**config.mk**
```make
export PLATFORM = sky130hd
export DESIGN_NAME = ram_arbiter
export DESIGN_NICKNAME = d
export VERILOG_FILES = /design/src/rtl/ram_arbiter.sv
export SDC_FILE = /design/constraint.sdc
export NUM_CORES = 1
export LEC_CHECK = 0
export ABC_AREA = 0
export CAP_MARGIN = 20
export CORE_UTILIZATION = 37
export DETAILED_ROUTE_END_ITERATION = 10
export PLACE_DENSITY = 0.76
export SLEW_MARGIN = 20
export SYNTH_ARGS = -nofsm -noshare
export SYNTH_HDL_FRONTEND = slang
export SYNTH_SLANG_ARGS = --single-unit
```
**constraint.sdc**
```tcl
create_clock -name clk -period 4.5 [get_ports clk]
set_input_delay 0.45 -clock clk [delete_from_list [all_inputs] [get_ports clk]]
set_output_delay 0.45 -clock clk [all_outputs]
set_load 0.05 [all_outputs]
```
**src/rtl/ram_arbiter.sv**
```systemverilog
// Fetch / load-store arbiter and sequencer for the shared single-port data RAM.
// ARB_ROUND_ROBIN_EN: alternate grants on ties (default: data port wins ties).
module ram_arbiter #(
  parameter int LATENCY = 2
) (
  input  logic        clk,
  input  logic        rst,
  input  logic        if_req,
  input  logic [31:0] if_addr,
  output logic [31:0] if_rdata,
  output logic        if_ack,
  input  logic        d_req,
  input  logic        d_we,
  input  logic [31:0] d_addr,
  input  logic [31:0] d_wdata,
  input  logic [2:0]  d_u_b_h_w,
  output logic [31:0] d_rdata,
  output logic        d_ack,
  output logic [31:0] ram_addr,
  output logic [31:0] ram_din,
  output logic        ram_we,
  output logic [2:0]  ram_u_b_h_w,
  input  logic [31:0] ram_dout,
  output logic        busy,
  output logic        owner
);

  typedef enum logic [1:0] {
    IDLE,
    ACCESS,
    DONE
  } state_t;

  localparam logic [3:0] CNT_INIT = 4'(LATENCY - 1);

  state_t     state;
  logic [3:0] cnt;
  logic       lat_we;
  logic       grant_d;

  a_latency: assert property (
    @(posedge clk) disable iff (rst)
    (LATENCY >= 1 && LATENCY <= 15)
  );

  always_comb begin
`ifdef ARB_ROUND_ROBIN_EN
    grant_d = d_req && (!if_req || !owner);
`else
    grant_d = d_req;
`endif
  end

  assign busy = (state != IDLE);

  always_ff @(posedge clk or posedge rst) begin
    if (rst) begin
      state       <= IDLE;
      cnt         <= '0;
      lat_we      <= 1'b0;
      owner       <= 1'b1;
      if_ack      <= 1'b0;
      d_ack       <= 1'b0;
      if_rdata    <= '0;
      d_rdata     <= '0;
      ram_addr    <= '0;
      ram_din     <= '0;
      ram_we      <= 1'b0;
      ram_u_b_h_w <= '0;
    end else begin
      if_ack <= 1'b0;
      d_ack  <= 1'b0;
      ram_we <= 1'b0;
      case (state)
        IDLE: begin
          if (if_req || d_req) begin
            owner       <= grant_d;
            lat_we      <= grant_d && d_we;
            ram_addr    <= grant_d ? d_addr : if_addr;
            ram_din     <= grant_d ? d_wdata : '0;
            ram_u_b_h_w <= grant_d ? d_u_b_h_w : 3'b010;
            cnt         <= CNT_INIT;
            // single-cycle access: the only ACCESS cycle is the strobe cycle
            ram_we      <= (CNT_INIT == 4'd0) && grant_d && d_we;
            state       <= ACCESS;
          end
        end
        ACCESS: begin
          if (cnt == 4'd0) begin
            if (!lat_we) begin
              if (owner) d_rdata <= ram_dout;
              else       if_rdata <= ram_dout;
            end
            if_ack <= !owner;
            d_ack  <= owner;
            state  <= DONE;
          end else begin
            cnt    <= cnt - 4'd1;
            ram_we <= (cnt == 4'd1) && lat_we;
          end
        end
        DONE: state <= IDLE;
        default: state <= IDLE;
      endcase
    end
  end

endmodule

```
Yosys cells after proc, flatten, opt, wreduce, memory -nomap -nowiden
Cells that the tools add are included.
{"block": "totals", "output_inout_bits": 136, "ff_bits": 142, "wordCells": 48, "in_bits": 136}
{"block": "classes", "mux": 15, "eq_ne": 5, "bitwise": 2, "reduce_logical": 13, "add_sub_neg": 1}
{"operator": "$mux W32", "count": 2}
{"operator": "$mux W4", "count": 2}
{"operator": "$pmux W4 S2", "count": 1}
{"operator": "$reduce_and A4 Y1", "count": 2}
{"operator": "$mux W1", "count": 6}
{"operator": "$ne A2 B2 Y1 const B", "count": 3}
{"operator": "$eq A4 B1 Y1 const B", "count": 1}
{"operator": "$logic_not A4 Y1", "count": 1}
{"operator": "$mux W2", "count": 2}
{"operator": "$pmux W2 S2", "count": 1}
{"operator": "$reduce_and A2 Y1", "count": 2}
{"operator": "$reduce_bool A2 Y1", "count": 2}
{"operator": "$sub A4 B1 Y4 const B", "count": 1}
{"operator": "$mux W3", "count": 1}
{"operator": "$reduce_and A3 Y1", "count": 1}
{"operator": "$eq A2 B1 Y1 const B", "count": 1}
{"operator": "$logic_and A1 B1 Y1", "count": 2}
{"operator": "$logic_not A2 Y1", "count": 1}
{"operator": "$not A1 Y1", "count": 2}
{"operator": "$logic_not A1 Y1", "count": 1}
{"operator": "$logic_or A1 B1 Y1", "count": 1}

Logic depth before layout (Yosys ltp)
Gate-level depths: netlist (run 1).
{"block": "logic_depth", "depth_word": 4, "depth_mapped": 7, "ltp_nobuf": 5}

Worst setup path after synthesis (run 1)
No wires, ideal clock.
{"block": "synth_path", "path_type": "register -> register", "from": "register cnt[0]", "to": "register if_rdata[0]", "path_slack_ps": 2304, "stages_incl_launch_ff": 8, "required_ps": 4375, "setup_ps": 125, "period_less_slack_ps": 2196, "arrival_ps": 2071, "path_buffers": 2, "path_cell_list": "dfrtp_1 -> inv_1 -> ha_1 -> or3b_4 -> or4_4 -> buf_6 -> buf_12 -> mux2_4"}
{"block": "synth_between", "elab_chain_len": 2}
{"item": "start, declared", "line": "37", "text": "logic [3:0] cnt;"}
{"item": "start signal, assigned", "line": "98", "text": "cnt <= cnt - 4'd1;"}
{"item": "$logic_not A4 Y1", "line": "89", "text": "if (cnt == 4'd0) begin"}
{"item": "$reduce_and A4 Y1 (no source line)"}
{"item": "end signal, assigned", "line": "92", "text": "else if_rdata <= ram_dout;"}
{"item": "end, declared", "line": "10", "text": "output logic [31:0] if_rdata,"}
Every way passes these cells.
A chain may end at the register's enable or synchronous reset.

Worst setup path in the final report (run 1)
{"block": "layout_path", "from": "register state[0]", "to": "output port busy"}
{"block": "layout_between", "elab_chain_len": 1}
{"item": "start, declared", "line": "36", "text": "state_t state;"}
{"item": "start signal, assigned", "line": "58", "text": "state <= IDLE;"}
{"item": "start signal, assigned", "line": "85", "text": "state <= ACCESS;"}
{"item": "start signal, assigned", "line": "96", "text": "state <= DONE;"}
{"item": "$reduce_bool A2 Y1", "line": "54", "text": "assign busy = (state != IDLE);"}
{"item": "end, declared", "line": "24", "text": "output logic busy,"}
Every way passes these cells.

==> results of run 1 <==
-- worst max-delay path: stages, from the launching register on --
cell,delay [ns]
dfrtp_1,0.41
nor2_4,0.60
inv_1,0.12
clkdlybuf4s50_1,0.74
-- flip-flops by register name (all words and copies together), names as in the netlist, 2 cells and up --
| name | count |
|---|---|
| if_rdata | 32 |
| ram_din | 32 |
| ram_u_b_h_w | 3 |
| ram_addr | 32 |
| cnt | 4 |
| d_rdata | 32 |
| state | 2 |
-- layer usage --
| layer | track usage | wire [um] | part of all wire | vias to the layer above |
|---|---|---|---|---|
| met5 | 0 | 0 | 0 | - |
| met4 | 0.0693 | 184 | 0.012 | 0 |
| met3 | 0.0632 | 1250 | 0.082 | 14 |
| met2 | 0.324 | 7540 | 0.49 | 189 |
| met1 | 0.225 | 6320 | 0.41 | 2127 |
| li1 | - | - | - | 2054 |
-- final cells by class --
| type | instances | area share |
|---|---|---|
| sequential | 142 | 0.383 |
| timing repair buffer | 277 | 0.296 |
| multi-input combinational | 229 | 0.223 |
| clock buffer | 18 | 0.0473 |
| tap | 211 | 0.0284 |
| clock inverter | 14 | 0.0187 |
| inverter | 6 | 0.00323 |
-- report_power, final --
group / internal [mW] / leakage, nW / total [mW] / switching [mW]
Combinational: 1.72 / 2.07 / 4.66 / 2.94
Sequential: 1.89 / 1.68 / 2.27 / 0.379
Clock: 0.853 / 0.298 / 1.43 / 0.582
-- cell families (layout without fill, tap and decap cells) --
family / count (synthesis) / in the layout
mux: 96 / 96
buf+inv: 39 / 315
fa+ha+maj: 3 / 3
simple gates: 22 / 22
compound gates: 107 / 107
xor+xnor: 1 / 1
flops: 142 / 142
-- metrics by stage --
step / hold slack, ns / setup slack [ns] / power, mW
global route: 0.515 / 1.61 / 8.73
finish: 0.503 / 1.76 / 8.37
global placement: 0.484 / 2.05 / 6.87
CTS: 0.506 / 1.75 / 8.44
detailed placement: 0.488 / 1.97 / 6.96
floorplan: 0.490 / 0.242 / 5.36
-- how the worst max path moves through the flow --
stage / to / cells past startpoint / from
after floorplan: cnt[0] / 1 / rst
after global placement: cnt[1] / 3 / state[0]
after detailed placement: cnt[1] / 3 / state[0]
after CTS: busy / 3 / state[0]
after global routing: busy / 3 / state[0]
final: busy / 3 / state[0]
-- cell usage in the layout (no fill, tap or decap), types with 4 or more instances in the layout --
master | synthesis | layout
inv_1 | 6 | 5
buf_4 | 0 | 6
a22o_1 | 35 | 35
a21oi_1 | 35 | 35
inv_6 | 0 | 6
a31oi_1 | 32 | 32
mux2_2 | 34 | 34
clkbuf_16 | 0 | 17
mux2i_1 | 32 | 32
mux2_4 | 30 | 30
dfrtp_1 | 141 | 141
clkdlybuf4s50_1 | 0 | 270
nor3_1 | 4 | 4
==> results.ini, run 1 <==
[clock_network]
clkLatencyLatePin_ns=0.42
clk_path_buf_depth=2
post_cts_resized=0
tritoncts=built
worst_setup_hold_path_clk_slew_ns=0.06
tritoncts_num_sinks=142
number_of_buffers_added_to_fix_hold_violations_after_cts=0
ctsRootBufferMaster=clkbuf_16
postCtsSetupRepairBufs=0
total_clock_buffers_created_by_cts=17
clock_tree.htree_level_count=4

[setup_path]
cp-start-kind=register
worst_path_class_setup=register to output pin
crit_fanout=33
required_worst_endpoint_ns=4.05
reg2reg_slack_ns=2.05
crit_path_end_kind=output pin
timing.critical_path.arrival_ns=2.29
reg2reg_from=cnt[0]
timing.rr.end=if_rdata[27]
r2r.worst_path.cells=5

[min_path]
worst_hold_path.endpoint=d_rdata[21]
path_class_of_the_lowest_slack_min_delay_path=register to register
hold_depth=1
hold_wc_startpoint=d_rdata[21]

[layout]
drive_gt1_frac=0.163
finish.utilization=0.608
fillerInstances=1198
layout.area.seq_mm2=0.00355
final_area_mm2=0.00928
finalNonFillerCells=897
fin_nets=812
insertedDiodeCount=0
multi_input_comb_area_mm2=0.00207
area.growth.synth_to_final_pct=59.6

[grt]
grt_first_pass_wirelength_mm=23.7
global_route.overflow_total=0
pin_count_of_the_biggest_net_entering_global_routing=115
antenna_found_initial=0
grt_use_total=0.191
vias_in_the_first_global_route=4538

[floorplanning]
fp-row-count=45
die_w_um=127
die_area_mm2=0.0162
dieHeight_um=127
coreArea_mm2=0.0153
effective_utilization_at_floorplan=0.381
io_pins=272

[detailed_routing]
vias_after_detailed_routing=4384
wl_per_cell_um=17.1
detail_route.drc_violations=0
final_antenna_net_count=0
dr.first_iter.drc_count=123
detail_route.first_pass.iterations=6
route.detailed.vias_per_inst=4.89
final_wl_mm=15.3

[synth]
synthesized_net_count=549
fraction_of_synthesis_flops_using_an_asynchronous_set_or_reset_pin=1.00
ys_ff_latch=142
synthDistinctLibCells=34
synth-compound-area-share=0.125
mappedNetlistArea_mm2=0.00582
synth.yosys.seq_area_share=0.611
ys_top_cells_by_area=dfrtp_1, mux2_4, mux2_2, mux2i_1, a22o_1
synth-adder-area-share=0.00645
syn_area_per_cell_um2=14.2
synth_largest_area_cell=dfrtp_1
muxShareOfSynthArea=0.198
largest_family_of_logic_cells_by_synthesized_area=multiplexers
yosysWarnings=0
synth_most_common_cell=dfrtp_1
yosys.area_share.xor_xnor=0.00151
synth_common_cells=dfrtp_1, a21oi_1, a22o_1
synth_simple_gate_area_frac=0.0232
postSynthCellCount=410
yosys.area.top_type_share=0.607
synth_flop_cell=dfrtp_1
post_synth_edffs=0

[timing]
report.final.setup_viol=0
final.period_utilization=0.609
rsz0062_at_grt=no
final_worst_clock_skew_ns=0.00955
hold_viol_final=0
fmax_mhz=365
worst_margin_pin_slew_ns=0.761
slew_headroom=0.493
final.setup.tns_ns=0
finalMaxSlewViolations=0
layout_min_cycle_time_ns=2.74

[place]
routabilityCongestion=0.747
placedCellCount=865
placed_area_mm2=0.00867
port_buffers=271
dp.final_hpwl_mm=10.7

[outcome]
status=finished clean

[pwr]
power_density_mw_per_mm2=902
power.static_leakage_nw=4.05
peakVddDrop_uv=432

[job]
max-cap-violations=0

Power figures use the tool's default switching activity.
==> run 2, diff against run 1 <==
--- a/config.mk
+++ b/config.mk
@@ -7,9 +7,9 @@
 export LEC_CHECK = 0
 export ABC_AREA = 0
 export CAP_MARGIN = 20
-export CORE_UTILIZATION = 37
+export CORE_UTILIZATION = 40
 export DETAILED_ROUTE_END_ITERATION = 10
-export PLACE_DENSITY = 0.76
+export PLACE_DENSITY = 0.78
 export SLEW_MARGIN = 20
 export SYNTH_ARGS = -nofsm -noshare
 export SYNTH_HDL_FRONTEND = slang
==> constraint.sdc (replaced) <==
create_clock -name clk -period 2.7 [get_ports clk]
set_input_delay 0.27 -clock clk [delete_from_list [all_inputs] [get_ports clk]]
set_output_delay 0.27 -clock clk [all_outputs]
set_load 0.05 [all_outputs]
==> results.ini, run 2 (synthesis gave the netlist of run 1 again) <==
[outcome]
status=finished clean

[place]
placed_area_mm2=0.00867  ; unchanged
place_worst_setup_slack_ns=0.284  ; -1.69 ns
placedCellCount=836  ; -3.4%
port_buffers=271  ; unchanged
routabilityCongestion=0.803  ; +7.4%
dp.final_hpwl_mm=10.9  ; +2.3%

[clock_network]
clk_path_buf_depth=2  ; unchanged
clkLatencyLatePin_ns=0.41  ; about the same
tritoncts=built
postCtsSetupRepairBufs=0  ; unchanged
clock_tree.htree_level_count=4  ; unchanged
post_cts_resized=0  ; unchanged
ctsRootBufferMaster=clkbuf_16
tritoncts_num_sinks=142  ; unchanged
total_clock_buffers_created_by_cts=17  ; unchanged
worst_setup_hold_path_clk_slew_ns=0.06  ; about the same
number_of_buffers_added_to_fix_hold_violations_after_cts=0  ; unchanged

[detailed_routing]
final_antenna_net_count=0  ; unchanged
dr.first_iter.drc_count=232  ; +89%
vias_after_detailed_routing=4454  ; +1.6%
detail_route.first_pass.iterations=7  ; +1
route.detailed.vias_per_inst=5.13  ; +5.0%
detail_route.drc_violations=0  ; unchanged
final_wl_mm=15.2  ; -0.46%
wl_per_cell_um=17.5  ; +2.9%

[layout]
insertedDiodeCount=0  ; unchanged
finish.utilization=0.662  ; +0.0532
finalNonFillerCells=868  ; -3.2%
fin_nets=814  ; +0.25%
mostFrequentLayoutCell=clkdlybuf4s50_1
drive_gt1_frac=0.156  ; -0.00774
area.growth.synth_to_final_pct=59.7  ; about the same
mostFrequentLayoutCells=clkdlybuf4s50_1, dfrtp_1, a22o_1, a21oi_1, mux2_2
final_area_mm2=0.00929  ; about the same

[min_path]
path_class_of_the_lowest_slack_min_delay_path=input port to async pin

[timing]
worst_slack_setup_final_ns=0.270  ; -1.49 ns
final.setup.tns_ns=0  ; unchanged
report.final.setup_viol=0  ; unchanged
slew_headroom=0.575  ; +0.0820
final.period_utilization=0.900
finalMaxSlewViolations=0  ; unchanged
fmax_mhz=412
fin_hold_ws_ns=0.218  ; -0.285 ns
final_worst_clock_skew_ns=0.00902  ; -0.000536 ns
layout_min_cycle_time_ns=2.43
worst_margin_pin_slew_ns=0.638  ; -0.123 ns
rsz0062_at_grt=no
hold_viol_final=0  ; unchanged

[pwr]
switching_share=0.454  ; -0.0120
totalPowerFinal_mw=14.0  ; +68%
power.internal_mw=7.67  ; +72%
power.clock.fraction=0.175  ; +0.004
power.static_leakage_nw=4.06  ; +0.34%
power.net_switching_mw=6.38  ; +63%
power_density_mw_per_mm2=1510  ; +68%
power.sequential.fraction=0.269  ; -0.003
peakVddDrop_uv=643  ; +49%
comb_pwr_share=0.556  ; about the same

[floorplanning]
dieHeight_um=123  ; -3.8%
io_pins=272  ; unchanged
fp-row-count=43  ; -4.4%
effective_utilization_at_floorplan=0.414  ; +0.0330
coreArea_mm2=0.0140  ; -8.0%
die_w_um=123  ; -3.8%
die_area_mm2=0.0150  ; -7.4%

[setup_path]
crit_fanout=32  ; -3.0%
crit_path_end_kind=register
timing.critical_path.arrival_ns=2.72  ; +0.43 ns
cp-start-kind=register
required_worst_endpoint_ns=2.99  ; -1.06 ns
worst_path_class_setup=register to register

[job]
max-cap-violations=0  ; unchanged

[grt]
vias_in_the_first_global_route=4509  ; -0.64%
pin_count_of_the_biggest_net_entering_global_routing=77  ; -33%
grt_use_total=0.207  ; +0.0161
global_route.overflow_total=0  ; unchanged
antenna_found_initial=0  ; unchanged
grt_first_pass_wirelength_mm=23.4  ; -1.0%

[run 2: changes by cell type in the layout (fill, tap and decap cells not counted), sizes merged]
cell	change
bufinv	+2
clkbuf	+8
clkinvlp	+1
inv	-8
clkinv	-3
buf	+2
[run 2: power groups by stage]
stage,clock network (mW),logic [mW],registers (mW)
finish,2.46,7.80,3.78
floorplan,0,1.86,7.07
detailed placement,0,7.83,3.79
CTS,2.51,7.85,3.78
global placement,0,7.70,3.75
global route,2.61,8.14,3.90
[run 2: path summary, 6_finish.rpt]
path | startpoint | to | slack, ns | cells past startpoint
worst max-delay path | cnt[0] | if_rdata[31] | 0.27 | 5
worst min-delay path | rst | if_rdata[22] | 0.22 | 2
worst max register to register | cnt[0] | if_rdata[31] | 0.27 | 5
worst min register to register | ram_din[23] | ram_din[23] | 0.50 | 1
max in group asynchronous | rst | cnt[2] | 1.77 | 3
min in group clk | d_req | state[0] | 0.35 | 4
[run 2: metal layers]
metal,share of wire,wire length [um],GRT usage,vias up
li1,-,-,-,2044
met2,0.49,7470,0.342,205
met5,0,0,0,-
met1,0.43,6490,0.257,2193
met4,0.011,168,0.0648,0
met3,0.072,1100,0.0651,12
[run 2: worst max-delay path, stage by stage, from the launching register on]
cell and delay (ns):
dfrtp_1 0.40, inv_1 0.13, ha_1 0.17, or3b_4 0.41
or4_4 0.80, mux2_4 0.40
[run 2: cell type report]
cell class	instances	area, um^2
flip-flops and latches	142	3550
repair buffers	279	2790
clock inverters	6	136
fillers	1030	4750
well taps	180	225
multi-input cells	229	2070
clock buffers	26	489
inverters	6	26.3
